### config.mk
export PLATFORM = sky130hd
export DESIGN_NAME = bcd_dabble_seq
export DESIGN_NICKNAME = d
export VERILOG_FILES = /design/src/rtl/bcd_pkg.sv /design/src/rtl/bcd_digit_adjust.sv /design/src/rtl/bcd_dabble_seq.sv
export SDC_FILE = /design/constraint.sdc
export NUM_CORES = 1
export LEC_CHECK = 0
export CORE_ASPECT_RATIO = 1.4
export CORE_MARGIN = 2
export CORE_UTILIZATION = 35
export CTS_CLUSTER_DIAMETER = 50
export DETAILED_ROUTE_END_ITERATION = 10
export HOLD_SLACK_MARGIN = 0.05
export PLACE_DENSITY = 0.6
export RECOVER_POWER = 25
export SETUP_SLACK_MARGIN = 0.4
export SYNTH_ARGS = -nofsm -noshare
export SYNTH_HDL_FRONTEND = slang
export SYNTH_SLANG_ARGS = --single-unit
### constraint.sdc
create_clock -name clk -period 1.6 [get_ports clk]
set_input_delay 0.32 -clock clk [delete_from_list [all_inputs] [get_ports clk]]
set_output_delay 0.32 -clock clk [all_outputs]
set_load 0.05 [all_outputs]
### src/rtl/bcd_pkg.sv
// ============================================================================
// Module  : bcd_pkg
// Brief   : Shared types and defaults for the sequential binary-to-BCD converter.
// Revision: 1.0 - initial release
// ============================================================================
`default_nettype none

package bcd_pkg;

  typedef enum logic [1:0] {
    IDLE = 2'd0,
    CONV = 2'd1,
    DONE = 2'd2
  } bcd_state_t;

  localparam int         BCD_WIDTH      = 10;
  localparam int         BCD_DIGITS     = 4;
  localparam logic [3:0] BCD_ADJ_THRESH = 4'd5;

endpackage

`default_nettype wire

### src/rtl/bcd_digit_adjust.sv
// ============================================================================
// Module  : bcd_digit_adjust
// Brief   : Combinational add-3-if-at-least-5 cell for one BCD digit.
// Revision: 1.0 - initial release
// ============================================================================
`default_nettype none

module bcd_digit_adjust
  import bcd_pkg::*;
(
  input  logic [3:0] digit_in,
  output logic [3:0] digit_out
);

  // In-range digits peak at 9+3=12, so 4-bit modulo arithmetic never wraps.
  assign digit_out = (digit_in >= BCD_ADJ_THRESH) ? digit_in + 4'd3 : digit_in;

endmodule

`default_nettype wire

### src/rtl/bcd_dabble_seq.sv
// ============================================================================
// Module  : bcd_dabble_seq
// Brief   : Sequential double-dabble converter, one bit per clock, held result.
//           Optional leading-zero blank mask: define BCD_LEADING_ZERO_BLANK_EN.
// Revision: 1.0 - initial release
// ============================================================================
`default_nettype none

module bcd_dabble_seq
  import bcd_pkg::*;
#(
  parameter int WIDTH  = BCD_WIDTH,
  parameter int DIGITS = BCD_DIGITS
) (
  input  logic                  clk,
  input  logic                  rst,
  input  logic                  start,
  input  logic [WIDTH-1:0]      bin,
  output logic                  busy,
  output logic                  done,
  output logic [4*DIGITS-1:0]   bcd,
  output logic [DIGITS-1:0]     blank
);

  localparam int BCD_W = 4 * DIGITS;
  localparam int SR_W  = BCD_W + WIDTH;
  localparam int CNT_W = (WIDTH > 1) ? $clog2(WIDTH) : 1;
  localparam logic [CNT_W-1:0] LAST_CNT = CNT_W'(WIDTH - 1);

  bcd_state_t       state, state_next;
  logic [SR_W-1:0]  sr;
  logic [SR_W-1:0]  sr_adj;
  logic [SR_W-1:0]  sr_shift;
  logic [BCD_W-1:0] adj_field;
  logic [BCD_W-1:0] result;
  logic [CNT_W-1:0] cnt;
  logic             load;
  logic             step;
  logic             finish;
  logic             unused_msb;

  generate
    for (genvar d = 0; d < DIGITS; d++) begin : g_adj
      bcd_digit_adjust u_adj (
        .digit_in  (sr[WIDTH + 4*d +: 4]),
        .digit_out (adj_field[4*d +: 4])
      );
    end
  endgenerate

  // The bit shifted out of the top is always zero for a legal DIGITS/WIDTH pair.
  assign sr_adj     = {adj_field, sr[WIDTH-1:0]};
  assign sr_shift   = {sr_adj[SR_W-2:0], 1'b0};
  assign unused_msb = sr_adj[SR_W-1];
  assign result     = sr_shift[SR_W-1 -: BCD_W];

  always_comb begin
    state_next = state;
    load       = 1'b0;
    step       = 1'b0;
    finish     = 1'b0;
    case (state)
      IDLE: begin
        if (start) begin
          load       = 1'b1;
          state_next = CONV;
        end
      end
      CONV: begin
        step = 1'b1;
        if (cnt == LAST_CNT) begin
          finish     = 1'b1;
          state_next = DONE;
        end
      end
      DONE:    state_next = IDLE;
      default: state_next = IDLE;
    endcase
  end

  always_ff @(posedge clk) begin
    if (rst) begin
      state <= IDLE;
      busy  <= 1'b0;
      done  <= 1'b0;
    end else begin
      state <= state_next;
      busy  <= (state_next == CONV);
      done  <= (state_next == DONE);
    end
  end

  always_ff @(posedge clk) begin
    if (rst) begin
      sr  <= '0;
      cnt <= '0;
    end else if (load) begin
      sr  <= {{BCD_W{1'b0}}, bin};
      cnt <= '0;
    end else if (step) begin
      sr  <= sr_shift;
      cnt <= cnt + 1'b1;
    end
  end

  always_ff @(posedge clk) begin
    if (rst) begin
      bcd <= '0;
    end else if (finish) begin
      bcd <= result;
    end
  end

`ifdef BCD_LEADING_ZERO_BLANK_EN
  logic [DIGITS-1:0] blank_next;
  logic              upper_zero;

  // Walk down from the most significant digit; units digit is never blanked.
  always_comb begin
    blank_next = '0;
    upper_zero = 1'b1;
    for (int k = DIGITS - 1; k >= 1; k--) begin
      upper_zero    = upper_zero & (result[4*k +: 4] == 4'd0);
      blank_next[k] = upper_zero;
    end
  end

  always_ff @(posedge clk) begin
    if (rst) begin
      blank <= '0;
    end else if (finish) begin
      blank <= blank_next;
    end
  end
`else
  assign blank = '0;
`endif

endmodule

`default_nettype wire

======== Yosys cells after proc, flatten, opt, wreduce, memory -nomap -nowiden ========
Index checks and enable logic that the tools add are counted.
operators by class
  $add $sub $neg .......................... 5
  reductions and logical operators ........ 3
  equality and inequality tests ........... 4
  $lt $le $gt $ge ......................... 4
  multiplexer cells ....................... 14
operators with widths
  cell                                                                                 count
  10-bit two-way mux                                                                   2
  4-bit by 3-bit greater-or-equal comparator with 1-bit output, second input constant  4
  4-bit by 2-bit adder with 4-bit output, second input constant                        3
  4-bit two-way mux                                                                    3
  1-bit two-way mux                                                                    5
  4-bit by 1-bit adder with 4-bit output, second input constant                        1
  2-bit by 1-bit equality test with 1-bit output, second input constant                2
  4-bit equality test, second input constant                                           1
  2-bit two-way mux                                                                    2
  2-bit one-hot mux with 2 select lines                                                1
  3-bit by 2-bit adder with 3-bit output, second input constant                        1
  3-bit two-way mux                                                                    1
  2-bit equality test, second input constant                                           1
  2-bit logical NOT                                                                    1
  2-bit nonzero test                                                                   1
  2-bit OR reduction                                                                   1
word-level totals
  register bits after elaboration ......... 50
  word-level logic and storage cells ...... 37
  input bits .............................. 13
  output and inout bits ................... 22

======== Depth between registers and ports, before layout ========
Gate-level depths: netlist of run 1.
  depth after elaboration ................. 4
  depth in mapped cells ................... 7
  depth with buffers taken out ............ 6

======== By module ========
Synthesis of run 1 repeated with hierarchy kept, for this count alone.
unflattened totals
  cell total of the unflattened synthesis .. 257
  area, all modules ....................... 2,240.9 µm²
modules (own cells, without submodules)
  module            cells each  sequential area each (µm²)  instances  area each (µm²)
  bcd_dabble_seq    193         1,001.0                     1          1,835.5
  bcd_digit_adjust  16          0.0                         4          101.3

======== Worst setup path after synthesis of run 1 ========
OpenSTA, ideal clock, no wires.
  path type ............................... reg2reg
  start point ............................. reg sr[11]
  end point ............................... reg sr[12]
  setup time .............................. 75 ps
  required time ........................... 1,525 ps
  slack ................................... 120 ps
  data arrival time ....................... 1,405 ps
  path buffers ............................ 0
  period minus slack after synthesis ...... 1,480 ps
  stages on the path, launching flop included .. 7
  cells stage by stage .................... dfxtp_1 -> inv_1 -> ha_1 -> nand2b_1 -> a21oi_1 -> mux2_2 -> o22ai_1
on the way
  longest elaborated chain between the ends .. 2
  elaborated cells between the ends (all ways) .. 3
  classes of those cells .................. add/sub (1); order compare (1); mux (1)
RTL lines
  element                                                                                                                 line                    text
  start: declaration                                                                                                      bcd_dabble_seq.sv:31    logic [SR_W-1:0] sr;
  start signal: assignment                                                                                                bcd_dabble_seq.sv:98    sr <= {{BCD_W{1'b0}}, bin};
  start signal: assignment                                                                                                bcd_dabble_seq.sv:101   sr <= sr_shift;
  4-bit by 2-bit adder with 4-bit output or 4-bit by 3-bit greater-or-equal comparator with 1-bit output (tied branches)  bcd_digit_adjust.sv:16  assign digit_out = (digit_in >= BCD_ADJ_THRESH) ? digit_in + 4'd3 : digit_in;
  4-bit two-way mux *                                                                                                     bcd_digit_adjust.sv:16
Mark *: on every way between the ends. The rest lies on a longest branch, timed or not.
A chain may end at the register's enable or synchronous reset.

======== Worst setup path in the final report of run 1 ========
  start point ............................. reg sr[19]
  end point ............................... reg sr[20]
Same word-level chain as after synthesis.

==> results.md, run 1 <==
* Final ANT Viol Nets at 0
* Layout area overhead at 59.0%
* Final Wtd Congestion at 0.740
* Dpl ws at -0.0411 ns
* RSZ-0062 raised after global routing: yes
* Met2 Track Usage GR at 0.306
* Skew final at 0.00801 ns
* Max cap viols at 0
* IO Port Bufs at 30
* Remaining global-route overflow at 0
* Die area at 7150 um^2
* Worst hold slack at 0.469 ns
* Initial DRT Pass Iterations at 4
* DIE HEIGHT at 99.3 um
* Clock buffer depth at 2
* Outcome: complete, no violations
* Max_slew headroom at 0.607
* Avg Inst Size Synth at 9.15 um^2
* Slowest stage delay, CP at 0.37 ns
* Commonest non-fill, non-tap cell in the layout: dfxtp_1
* Final WL at 6000 um
* Rows at 34
* WS Path Type: reg2reg
* Vias in the first global route at 1931
* Final Cycle Share at 0.893
* Root Buffer: clkbuf_8
* Netlist cell types at 34
* Net count, final at 343
* Seq cells post-synth at 50
* Worst Tran Pin Value at 0.592 ns
* Leading area contributor after synthesis: dfxtp_1
* Main synth FF type: dfxtp_1
* Average vias per placed instance at 5.02
* Tightest Hold Check Type: reg2reg
* Worst path slowest cell: dfxtp_2
* Clock H-tree levels at 2
* Mapped cell area at 2270 um^2
* Antenna cells at 0
* # hold bufs at CTS at 0
* Post-DP Area at 2830 um^2
* Max IR drop VDD at 0.501 mV
* Max FO, Critical Path at 3
* Pwr dens at 691 nW/um^2
* Via count at 1974
* Top post-synthesis cells by area: dfxtp_1 (44%), a21oi_1 (6.4%), ha_1 (5.5%), o22ai_2 (4.4%), nand2_1 (4.0%)
* Number of clock sinks at 50
* Final Max Tran Viols at 0
* Worst-path cell chain: inv_4 > ha_4 > nand2b_4 > a21oi_4 > mux2_4 > o22ai_2
* Inst Count DP at 349
* Syn. warnings at 0
* Worst setup EP type: flip-flop
* Crit path DAT at 1.66 ns
* F_max at 700 MHz
* Iter 0 DRT Violations at 54
* Clock Pin Slew Worst Setup and Hold Paths at 0.09 ns
* Top Ports at 35
* Post-route worst setup slack at 0.171 ns
* GRT busiest layer: met2
* Non-Filler Instances at 393
* Commonest cells after routing, fill and taps aside: dfxtp_1 (34), buf_4 (30), nand2_1 (21)
* EDFF count, synth at 0
* Clock Latency Late Sink at 0.31 ns
* Final setup fails at 0
* Initial Util at 0.363
* Fraction of registers with async set/reset at 0
* Synth Instances at 248
* Die Width at 72.0 um
* Core Region at 6250 um^2
* Minimum clock period at 1.43 ns
* Detailed-route DRC error count at 0
* TritonCTS clock tree: done
* Layout cell share with drive strength beyond 1 at 0.526
* Setup_tns at 0 ns
* Leakage power at 0.00131 uW
* Post-DP HPWL at 3470 um
* First-pass GRT wire length at 9210 um
* Clock buffer count from CTS at 5
* CP Data Required Time at 1.84 ns
* Post-route cell area at 3610 um^2
* Final Hold Fails at 0
* Share of the synthesized area in the top cell type at 0.441
* Tot GR Track Use at 0.165
* Initial antenna violation count at 0
* Largest net degree at the start of global routing at 18
* Post-synthesis sequential area ratio at 0.441
* Met3 usage at 0.0365
* Routed len/inst at 15.3 um
* Startpoint class of the critical path: flip-flop
* Met1 Track Usage GR at 0.183
==> worst max-delay path: cells and delay by family, from the launching register on <==
| kind | cells | cell delay [ns] |
|---|---|---|
| compound gates | 2 | 0.31 |
| mux | 1 | 0.33 |
| flops | 1 | 0.37 |
| buf+inv | 1 | 0.05 |
| simple gates | 1 | 0.15 |
| fa+ha+maj | 1 | 0.14 |
==> what timing repair did <==
action	4_1_cts	5_1_grt
resized for setup	42	76
pin swaps	19	34
endpoints found under the setup margin	42	60
endpoints found under the hold margin	0	0
buffers inserted	16	14
gates cloned	4	2
==> synthesized netlist by cell type (2+ instances only) <==
library cell  number
mux2_2             4
o22ai_1            8
nor3b_1            6
a211oi_1           7
inv_1              9
clkbuf_1           3
nor2_1            19
nand3b_1           2
a21oi_1           29
o21ai_1            4
o22ai_2            8
buf_4              9
dfxtp_1           50
a22oi_1            9
buf_2              4
ha_1              10
o21ai_0            6
xnor2_1            5
xor2_1             2
nor2_4             2
nand2b_1          12
nand2_1           24
nand3_1            4
inv_2              2
==> through the flow <==
| stage | power, uW | util |
|---|---|---|
| floorplan | 1540 | - |
| global placement | 1620 | 0.453 |
| detailed placement | 1620 | 0.453 |
| CTS | 2420 | 0.519 |
| global route | 2610 | 0.577 |
| finish | 2490 | 0.577 |
==> area by class of cell <==
type / count / area [um^2]
Inverter: 11 / 63.8
Clock inverter: 2 / 12.5
Multi-Input combinational cell: 174 / 1610
Sequential cell: 50 / 1040
Tap cell: 72 / 90.1
Clock buffer: 6 / 82.6
Fill cell: 539 / 2650
Timing Repair Buffer: 78 / 709
==> worst paths after layout <==
kind                from     end  slack [ns]  depth (start not counted)
hold / removal     sr[7]   sr[7]        0.47                          2
setup / recovery  sr[19]  sr[20]        0.17                          6
hold reg to reg    sr[7]   sr[7]        0.47                          2
setup reg to reg  sr[19]  sr[20]        0.17                          6
==> registers in the layout, summed over array words and instances (netlist names) <==
register	flops
sr	26
bcd	16
cnt	4
state	2
busy	1
done	1
==> cell families after synthesis <==
family,share of synthesized area
mux,0.0243
other cells,0.00165
fa+ha+maj,0.0552
simple gates,0.175
flops,0.441
buf+inv,0.0667
compound gates,0.209
xor+xnor,0.0270
==> where the power goes <==
part | switching [uW] | leakage [uW] | total (uW) | internal, uW
logic | 210 | 0.000850 | 420 | 209
registers | 29.5 | 0.000415 | 1300 | 1270
clock network | 426 | 0.0000472 | 775 | 348
total | 666 | 0.00131 | 2490 | 1830
==> routing by layer <==
layer,part of all wire,vias to the layer above
met1,0.41,937
met5,0,-
met2,0.55,32
met3,0.026,5
met4,0.013,0
li1,-,1000
Power figures use the tool's default switching activity.
==> inputs of run 2 (changes only) <==
- CORE_UTILIZATION: 35 -> 25
- PLACE_DENSITY: 0.6 -> 0.47
==> run 2 against run 1 <==
Effect of this change: via count is 0.41% lower; die area is 38% higher; sequential power hardly changed; critical path depth is 1 lower; register-to-register slack worse by 0.02 ns; non-clock buffer count is 7 lower; setup slack worse by 0.017 ns; largest power group unchanged.
==> results.md, run 2 (synthesis gave the netlist of run 1 again) <==
* Layout area overhead at 58.6%
* Clock H-tree levels at 2
* Initial Util at 0.254
* Via count at 1966
* CP Data Required Time at 1.83 ns
* Layout cell share with drive strength beyond 1 at 0.487
* Clock Pin Slew Worst Setup and Hold Paths at 0.07 ns
* Worst setup EP type: flip-flop
* Max reg flops at 26
* Initial antenna violation count at 0
* Final WL at 5950 um
* Antenna cells at 0
* F_max at 692 MHz
* Final setup fails at 0
* Dpl ws at -0.0545 ns
* Max cap viols at 0
* Leakage power at 0.00128 uW
* Outcome: complete, no violations
* Tightest Hold Check Type: reg2reg
* Post-DP HPWL at 3720 um
* Rows at 41
* Startpoint class of the critical path: flip-flop
* Die Width at 84.5 um
* Post-DP Area at 2910 um^2
* Root Buffer: clkbuf_16
* GRT busiest layer: met2
* Non-Filler Instances at 421
* Final Cycle Share at 0.903
* First-pass GRT wire length at 9150 um
* Worst-path cell chain: nor2b_1 > buf_12 > buf_4 > nand3_1 > a21oi_1
* Final core occ at 0.403
* Final ANT Viol Nets at 0
* Slowest stage delay, CP at 0.44 ns
* Average vias per placed instance at 4.67
* Met3 usage at 0.0283
* Die area at 9860 um^2
* RSZ-0062 raised after global routing: yes
* Met2 Track Usage GR at 0.206
* Net count, final at 336
* Core Region at 8930 um^2
* Final Wtd Congestion at 0.697
* DIE HEIGHT at 117 um
* Commonest non-fill, non-tap cell in the layout: dfxtp_1
* Max IR drop VDD at 0.457 mV
* Post-route worst setup slack at 0.154 ns
* Skew final at 0.00648 ns
* Iter 0 DRT Violations at 91
* Final Max Tran Viols at 0
* Top Ports at 35
* Worst path slowest cell: dfxtp_1
* Clock buffer count from CTS at 5
* Crit path DAT at 1.68 ns
* Clock Latency Late Sink at 0.30 ns
* Minimum clock period at 1.45 ns
* WS Path Type: reg2reg
* TritonCTS clock tree: done
* Critical path buffers and inverters at 2
* Largest net degree at the start of global routing at 21
* # hold bufs at CTS at 0
* Detailed-route DRC error count at 0
* Pwr dens at 817 nW/um^2
* Initial DRT Pass Iterations at 4
* Post-route cell area at 3600 um^2
* Max_slew headroom at 0.594
* Number of clock sinks at 50
* IO Port Bufs at 30
* Remaining global-route overflow at 0
* Worst Tran Pin Value at 0.612 ns
* Largest regs: sr (26), bcd (16), cnt (4)
* Crit path max-delay family: simple AND/OR/NAND/NOR gates
* Largest register by flop count: sr
* Routed len/inst at 14.1 um
* Met1 Track Usage GR at 0.136
* Commonest cells after routing, fill and taps aside: dfxtp_1 (37), buf_4 (27), nand2_1 (19), nor2_1 (19), a21oi_1 (15)
* Inst Count DP at 386
* Max FO, Critical Path at 6
* Vias in the first global route at 1877
* Clock buffer depth at 2
* Tot GR Track Use at 0.117
* Final Hold Fails at 0
## run 2: changes by cell type in the layout (fill, tap and decap cells not counted), moves of 4 or more
cell | previous run | this run
buf_6 | 15 | 11
clkbuf_2 | 11 | 5
xnor2_2 | 0 | 4
o22ai_2 | 13 | 9
clkbuf_8 | 6 | 0
xnor2_4 | 4 | 0
a21oi_2 | 4 | 8
a21oi_1 | 20 | 15
clkbuf_16 | 1 | 7
clkbuf_1 | 4 | 8
## run 2: metrics by stage
step           total power, uW  hold WS (ns)  TNS [ns]
2_1_floorplan             1540         0.436         0
3_3_place_gp              1620         0.444   -0.0705
3_5_place_dp              1630         0.448    -0.221
4_1_cts                   2900         0.460         0
5_1_grt                   3060         0.482         0
6_report                  2940         0.462         0
## run 2: worst register-to-register path, delay by kind of cell, from the launching register on
family	cells	cell delay, ns
AOI/OAI and AO/OA	1	0.16
DFF	1	0.44
buffers and inverters	2	0.32
and+or+nand+nor	2	0.48
## run 2: area by class of cell
class / instances / area, um^2
fill: 929 / 5330
multi-input combinational: 174 / 1540
sequential: 50 / 1030
timing repair buffer: 71 / 667
tap: 107 / 134
clock buffer: 5 / 125
inverter: 11 / 56.3
clock inverter: 3 / 43.8
## run 2: worst paths after layout
check | start | endpoint | slack (ns) | depth (start not counted)
setup / recovery | state[0] | sr[13] | 0.15 | 5
hold / removal | sr[9] | sr[10] | 0.46 | 2
setup reg to reg | state[0] | sr[13] | 0.15 | 5
hold reg to reg | sr[9] | sr[10] | 0.46 | 2
## run 2: routing by layer
layer  routed length [um]  part of all wire  vias to the layer above
li1                     -                 -                      989
met1                 2570              0.43                      931
met2                 3070              0.52                       36
met3                  191             0.032                       10
met4                  121             0.020                        0
met5                    0                 0                        -
## run 2: power breakdown
group          internal [uW]  total [uW]  switching, uW
Sequential              1270        1300           29.6
Clock                    741        1230            491
Combinational            200         409            209
Total                   2210        2940            730
## run 2: what timing repair did
item                                   4_1_cts  5_1_grt
endpoints found under the hold margin        0        0
pin swaps                                   22       28
setup endpoints to repair                   45       48
gates cloned                                 3        3
gates resized for setup                     45       47
buffers inserted                            16        5
